### config.mk
export PLATFORM = sky130hd
export DESIGN_NAME = euler_step_sequencer
export DESIGN_NICKNAME = d
export VERILOG_FILES = /design/src/rtl/euler_step_sequencer.sv
export SDC_FILE = /design/constraint.sdc
export NUM_CORES = 1
export LEC_CHECK = 0
export BUFFER_PORTS_ARGS = -buffer_cell sky130_fd_sc_hd__buf_2
export CELL_PAD_IN_SITES_DETAIL_PLACEMENT = 0
export CELL_PAD_IN_SITES_GLOBAL_PLACEMENT = 1
export CORE_ASPECT_RATIO = 1.75
export CORE_MARGIN = 3
export CORE_UTILIZATION = 42
export CTS_CLUSTER_DIAMETER = 150
export CTS_CLUSTER_SIZE = 40
export DETAILED_ROUTE_END_ITERATION = 7
export MAX_ROUTING_LAYER = met4
export PLACE_DENSITY = 0.76
export SKIP_LAST_GASP = 1
export SYNTH_ARGS = -nofsm -noshare
export SYNTH_HDL_FRONTEND = slang
export SYNTH_SLANG_ARGS = --single-unit
### constraint.sdc
create_clock -name clk -period 3.1 [get_ports clk]
set_input_delay 0.62 -clock clk [delete_from_list [all_inputs] [get_ports clk]]
set_output_delay 0.62 -clock clk [all_outputs]
set_load 0.01 [all_outputs]
### src/rtl/euler_step_sequencer.sv
// rtl/euler_step_sequencer.sv - start/step sequencer for the Euler solver datapath
module euler_step_sequencer #(
    parameter int STEP_W    = 16,
    parameter int TIMEOUT_W = 16,
    parameter int TIMEOUT   = 0
) (
    input  logic              clk,
    input  logic              rst_async,
    input  logic              rst_sync,
    input  logic              start,
    input  logic              abort,
    input  logic [STEP_W-1:0] num_steps,
    input  logic              step_done,
    output logic              step_start,
    output logic [STEP_W-1:0] step_idx,
    output logic              busy,
    output logic              final_done,
    output logic              timeout_err
);

    typedef enum logic [1:0] {
        S_IDLE  = 2'd0,
        S_ISSUE = 2'd1,
        S_WAIT  = 2'd2,
        S_ERR   = 2'd3
    } state_t;

    localparam logic [TIMEOUT_W-1:0] TIMER_LAST = TIMEOUT_W'((TIMEOUT > 0) ? TIMEOUT - 1 : 0);
    localparam logic [STEP_W-1:0]    STEP_ONE   = STEP_W'(1);
    localparam logic [TIMEOUT_W-1:0] TIMER_ONE  = TIMEOUT_W'(1);

    state_t               state_q;
    logic                 start_q;
    logic [STEP_W-1:0]    n_q;
    logic [STEP_W-1:0]    step_idx_q;
    logic                 step_start_q;
    logic                 busy_q;
    logic                 final_done_q;
    logic                 timeout_err_q;
    logic [TIMEOUT_W-1:0] timer_q;

    logic              start_edge;
    logic [STEP_W-1:0] step_idx_d;
    logic              timer_expired;

    assign start_edge    = start & ~start_q;
    assign step_idx_d    = step_idx_q + STEP_ONE;
    assign timer_expired = (TIMEOUT > 0) && (timer_q == TIMER_LAST);

    // A single FSM process; every output is a register updated on the falling edge.
    always_ff @(negedge clk or posedge rst_async) begin
        if (rst_async) begin
            state_q       <= S_IDLE;
            start_q       <= 1'b0;
            n_q           <= '0;
            step_idx_q    <= '0;
            step_start_q  <= 1'b0;
            busy_q        <= 1'b0;
            final_done_q  <= 1'b0;
            timeout_err_q <= 1'b0;
            timer_q       <= '0;
        end else if (rst_sync) begin
            state_q       <= S_IDLE;
            start_q       <= 1'b0;
            n_q           <= '0;
            step_idx_q    <= '0;
            step_start_q  <= 1'b0;
            busy_q        <= 1'b0;
            final_done_q  <= 1'b0;
            timeout_err_q <= 1'b0;
            timer_q       <= '0;
        end else begin
            start_q      <= start;
            step_start_q <= 1'b0;
            final_done_q <= 1'b0;
            if (abort) begin
                // Abort also swallows a coincident start edge; index and error are kept.
                state_q <= S_IDLE;
                busy_q  <= 1'b0;
            end else begin
                case (state_q)
                    S_IDLE, S_ERR: begin
                        if (start_edge) begin
                            n_q           <= num_steps;
                            step_idx_q    <= '0;
                            timeout_err_q <= 1'b0;
                            if (num_steps == '0) begin
                                state_q      <= S_IDLE;
                                busy_q       <= 1'b0;
                                final_done_q <= 1'b1;
                            end else begin
                                state_q      <= S_ISSUE;
                                busy_q       <= 1'b1;
                                step_start_q <= 1'b1;
                            end
                        end
                    end
                    S_ISSUE: begin
                        state_q <= S_WAIT;
                        timer_q <= '0;
                    end
                    S_WAIT: begin
                        timer_q <= timer_q + TIMER_ONE;
                        if (step_done) begin
                            step_idx_q <= step_idx_d;
                            if (step_idx_d == n_q) begin
                                state_q      <= S_IDLE;
                                busy_q       <= 1'b0;
                                final_done_q <= 1'b1;
                            end else begin
                                state_q      <= S_ISSUE;
                                step_start_q <= 1'b1;
                            end
                        end else if (timer_expired) begin
                            state_q       <= S_ERR;
                            busy_q        <= 1'b0;
                            timeout_err_q <= 1'b1;
                        end
                    end
                    default: begin
                        state_q <= S_IDLE;
                        busy_q  <= 1'b0;
                    end
                endcase
            end
        end
    end

    assign step_start  = step_start_q;
    assign step_idx    = step_idx_q;
    assign busy        = busy_q;
    assign final_done  = final_done_q;
    assign timeout_err = timeout_err_q;

endmodule

==> flow_metrics.tcl <==
set metrics [dict create \
    clkTransAtPathRegs_ps 50 \
    ctsRootBufferMaster "clkbuf_8" \
    fin_hold_ws_ps 503 \
    cts_tree "built" \
    mostFrequentLayoutCell "nand2_1" \
    synth_edf_count 0 \
    rsz0062_at_grt "true" \
    critPathBufInv 1 \
    final.setup.worst_slack_ps -39.6 \
    violations "negative setup slack" \
    final_core_util 0.573 \
    fillerInstances 587 \
    worstPathCellList "buf_8 > nor4_4 > nand4_1 > and4b_1 > a21oi_2 > nor3_1 > a41o_1" \
    outcome "finished, violations left" \
    track_usage 0.215 \
    timing.rr.start "step_idx[0]" \
    grt_max_degree 39 \
    io_buffers 40 \
    core_area_sq_mm 0.00559 \
    cts_hold_buf 0 \
    synth_top_cell_by_area "dfrtn_1" \
    first_global_vias 2321 \
    reg2reg_depth 8 \
    viasPerCell 5.39 \
    routed_wl_um 6550 \
    placed_area_sq_mm 0.00301 \
    antenna_cells 0 \
    use_met3 0.0325 \
    hold_viol_final 0 \
    crit_path_start_kind "input pin" \
    synth_simple_gate_area_share 0.258 \
    holdCritPathClass "reg -> reg" \
    synth_top_area_share 0.390 \
    die_h_um 107 \
    drcViolationCount 0 \
    syn_inst 287 \
    synth_cell_type_count 50 \
    hold_start "busy" \
    synth_compound_area_frac 0.192 \
    grt_use_met2 0.381 \
    peakVddDrop_mv 0.288 \
    io_pins 42 \
    synth_top_family_by_area "simple AND/OR/NAND/NOR gates" \
    ys_seq_area_frac 0.390 \
    syn_to_final_growth_pct 31.1 \
    drtIter0Drc 86 \
    yosys_register_bits 38 \
    synthTopCellsByArea "dfrtn_1, nand2_1, a21oi_1, xnor2_1, o21ai_0" \
    cap_violations 0 \
    holdPathStages 1 \
    fin_total_pwr_mw 1.02 \
    layout-drive-gt1-share 0.306 \
    setup_viol_count_final 1 \
    dieArea_sq_mm 0.00680 \
    gr-total-overflow 0 \
    top_usage_layer "met2" \
    cpMaxStageDelayCell "nor4_4" \
    cp.arrival_ps 1750 \
    timing.rr.end "busy" \
    numClockSinks 38 \
    r2r_setup_slack_ps 220 \
    synthAdderAreaFrac 0.0205 \
    leakage_nw 1.44 \
    cpLargestDelayFamily "simple AND/OR/NAND/NOR gates" \
    ant_nets 0 \
    power_density_mw_per_mm2 320 \
    clock_skew_ps 4.41 \
    nets 381 \
    worstSkewPairLatency_ps 300 \
    cts_buffers 5 \
    placementRows 36 \
    wl_per_cell_um 15.2 \
    clock_path_buffers 2 \
    syn_nets 313 \
    die_x_um 63.6 \
    ys.flop_type "dfrtn_1" \
    num_vias 2327 \
    syn_area_per_cell_sq_um 8.51 \
    crit_path_max_fanout 2 \
    gr-usage-met1 0.229 \
    cp-end-kind "flip-flop" \
    cp.required_ps 1710 \
    worstSetupPathType "in -> reg" \
    slowest_delay_ps 290 \
    hold_end "busy" \
    grt_antenna_before_repair 0 \
    synth-xor-area-share 0.0718 \
    dp_hpwl_um 4940 \
    drv_slew 0 \
    synth.area.mux_share 0.00820 \
    routabilityCongestion 0.868 \
    final_area_sq_mm 0.00320 \
    syn_area_sq_mm 0.00244 \
    htree_levels 2 \
    first_pass_iters 4 \
    yosys_warnings 0 \
    async_reset_ff_frac 1.00 \
    grt_pass1_wl_um 11100 \
    initial_core_util 0.437 \
    final_cell_mix "nand2_1, buf_4, dfrtn_1, buf_2, a21oi_1" \
]
where the power goes:
part / internal [mW] / switching, mW / total, mW
Sequential: 0.511 / 0.0104 / 0.521
Clock: 0.158 / 0.189 / 0.347
Combinational: 0.0723 / 0.0838 / 0.156
Total: 0.741 / 0.283 / 1.02
final cells by class:
cell class                      count  area, sq um  area share
Multi-Input combinational cell    224         1470       0.460
Sequential cell                    38          951       0.297
Timing Repair Buffer               82          576       0.180
Tap cell                           76         95.1      0.0297
Clock buffer                        5         68.8      0.0215
Clock inverter                      3         21.3     0.00665
Inverter                            4         15.0     0.00469
state kept, by name, summed over array words and instances (netlist names):
| signal | flops |
|---|---|
| n_q | 16 |
| step_idx | 16 |
| state_q | 2 |
| busy | 1 |
| final_done | 1 |
| start_q | 1 |
| step_start | 1 |
worst max-delay path by stage:
stage | start | slack [ps] | cells past startpoint | to
4_1_cts | num_steps[13] | -110 | 7 | busy
5_1_grt | num_steps[13] | -130 | 7 | busy
3_3_place_gp | num_steps[2] | -490 | 7 | busy
3_5_place_dp | num_steps[2] | -500 | 7 | busy
2_1_floorplan | abort | -190 | 6 | step_start
6_report | num_steps[13] | -40 | 7 | busy
metrics by stage:
step / std cells / TNS [ps] / setup WS, ps
3_3_place_gp: 418 / -5510 / -486
6_report: 432 / -39.6 / -39.6
5_1_grt: 432 / -182 / -133
2_1_floorplan: 287 / -2340 / -193
3_5_place_dp: 418 / -5850 / -496
4_1_cts: 431 / -126 / -106
worst register-to-register path, stage by stage (launching register included):
cell and delay, ps:
dfrtn_1 420, buf_4 160, ha_1 160, and3_1 330
o2111ai_1 170, a221oi_1 370, o2111ai_1 240, or4_1 620
a41o_1 260
kinds of logic after synthesis:
| kind of cell | after synthesis |
|---|---|
| and+or+nand+nor | 118 |
| AOI/OAI and AO/OA | 79 |
| DFF | 38 |
| buffers and inverters | 25 |
| xor gates and xnor gates | 20 |
| adders and majority gates | 4 |
| muxes | 2 |
| other | 1 |
synth_stat cells, drive strengths merged, types with 2 or more instances:
cell type,n
dfrtn,38
nor4,7
xnor2,14
o21ai,27
nor3,4
nand2,44
inv,4
buf,11
nand4,4
o31ai,6
or4,2
or3,2
o211ai,2
a21oi,28
nand3,7
nor3b,4
and4,4
nor2,16
and3,6
nand2b,6
a41oi,2
and2,2
nor2b,6
o41ai,4
mux2i,2
o2111ai,2
ha,4
xor2,6
clkbuf,10
repair_timing:
item	CTS	global route
buffers inserted	5	1
resized for setup	5	6
pin swaps	5	3
setup endpoints to repair	6	4
per-layer routing:
layer,vias up,share of wire
met3,19,0.030
li1,1161,-
met5,-,0
met1,1093,0.40
met2,54,0.53
met4,0,0.037
Power figures use the tool's default switching activity.
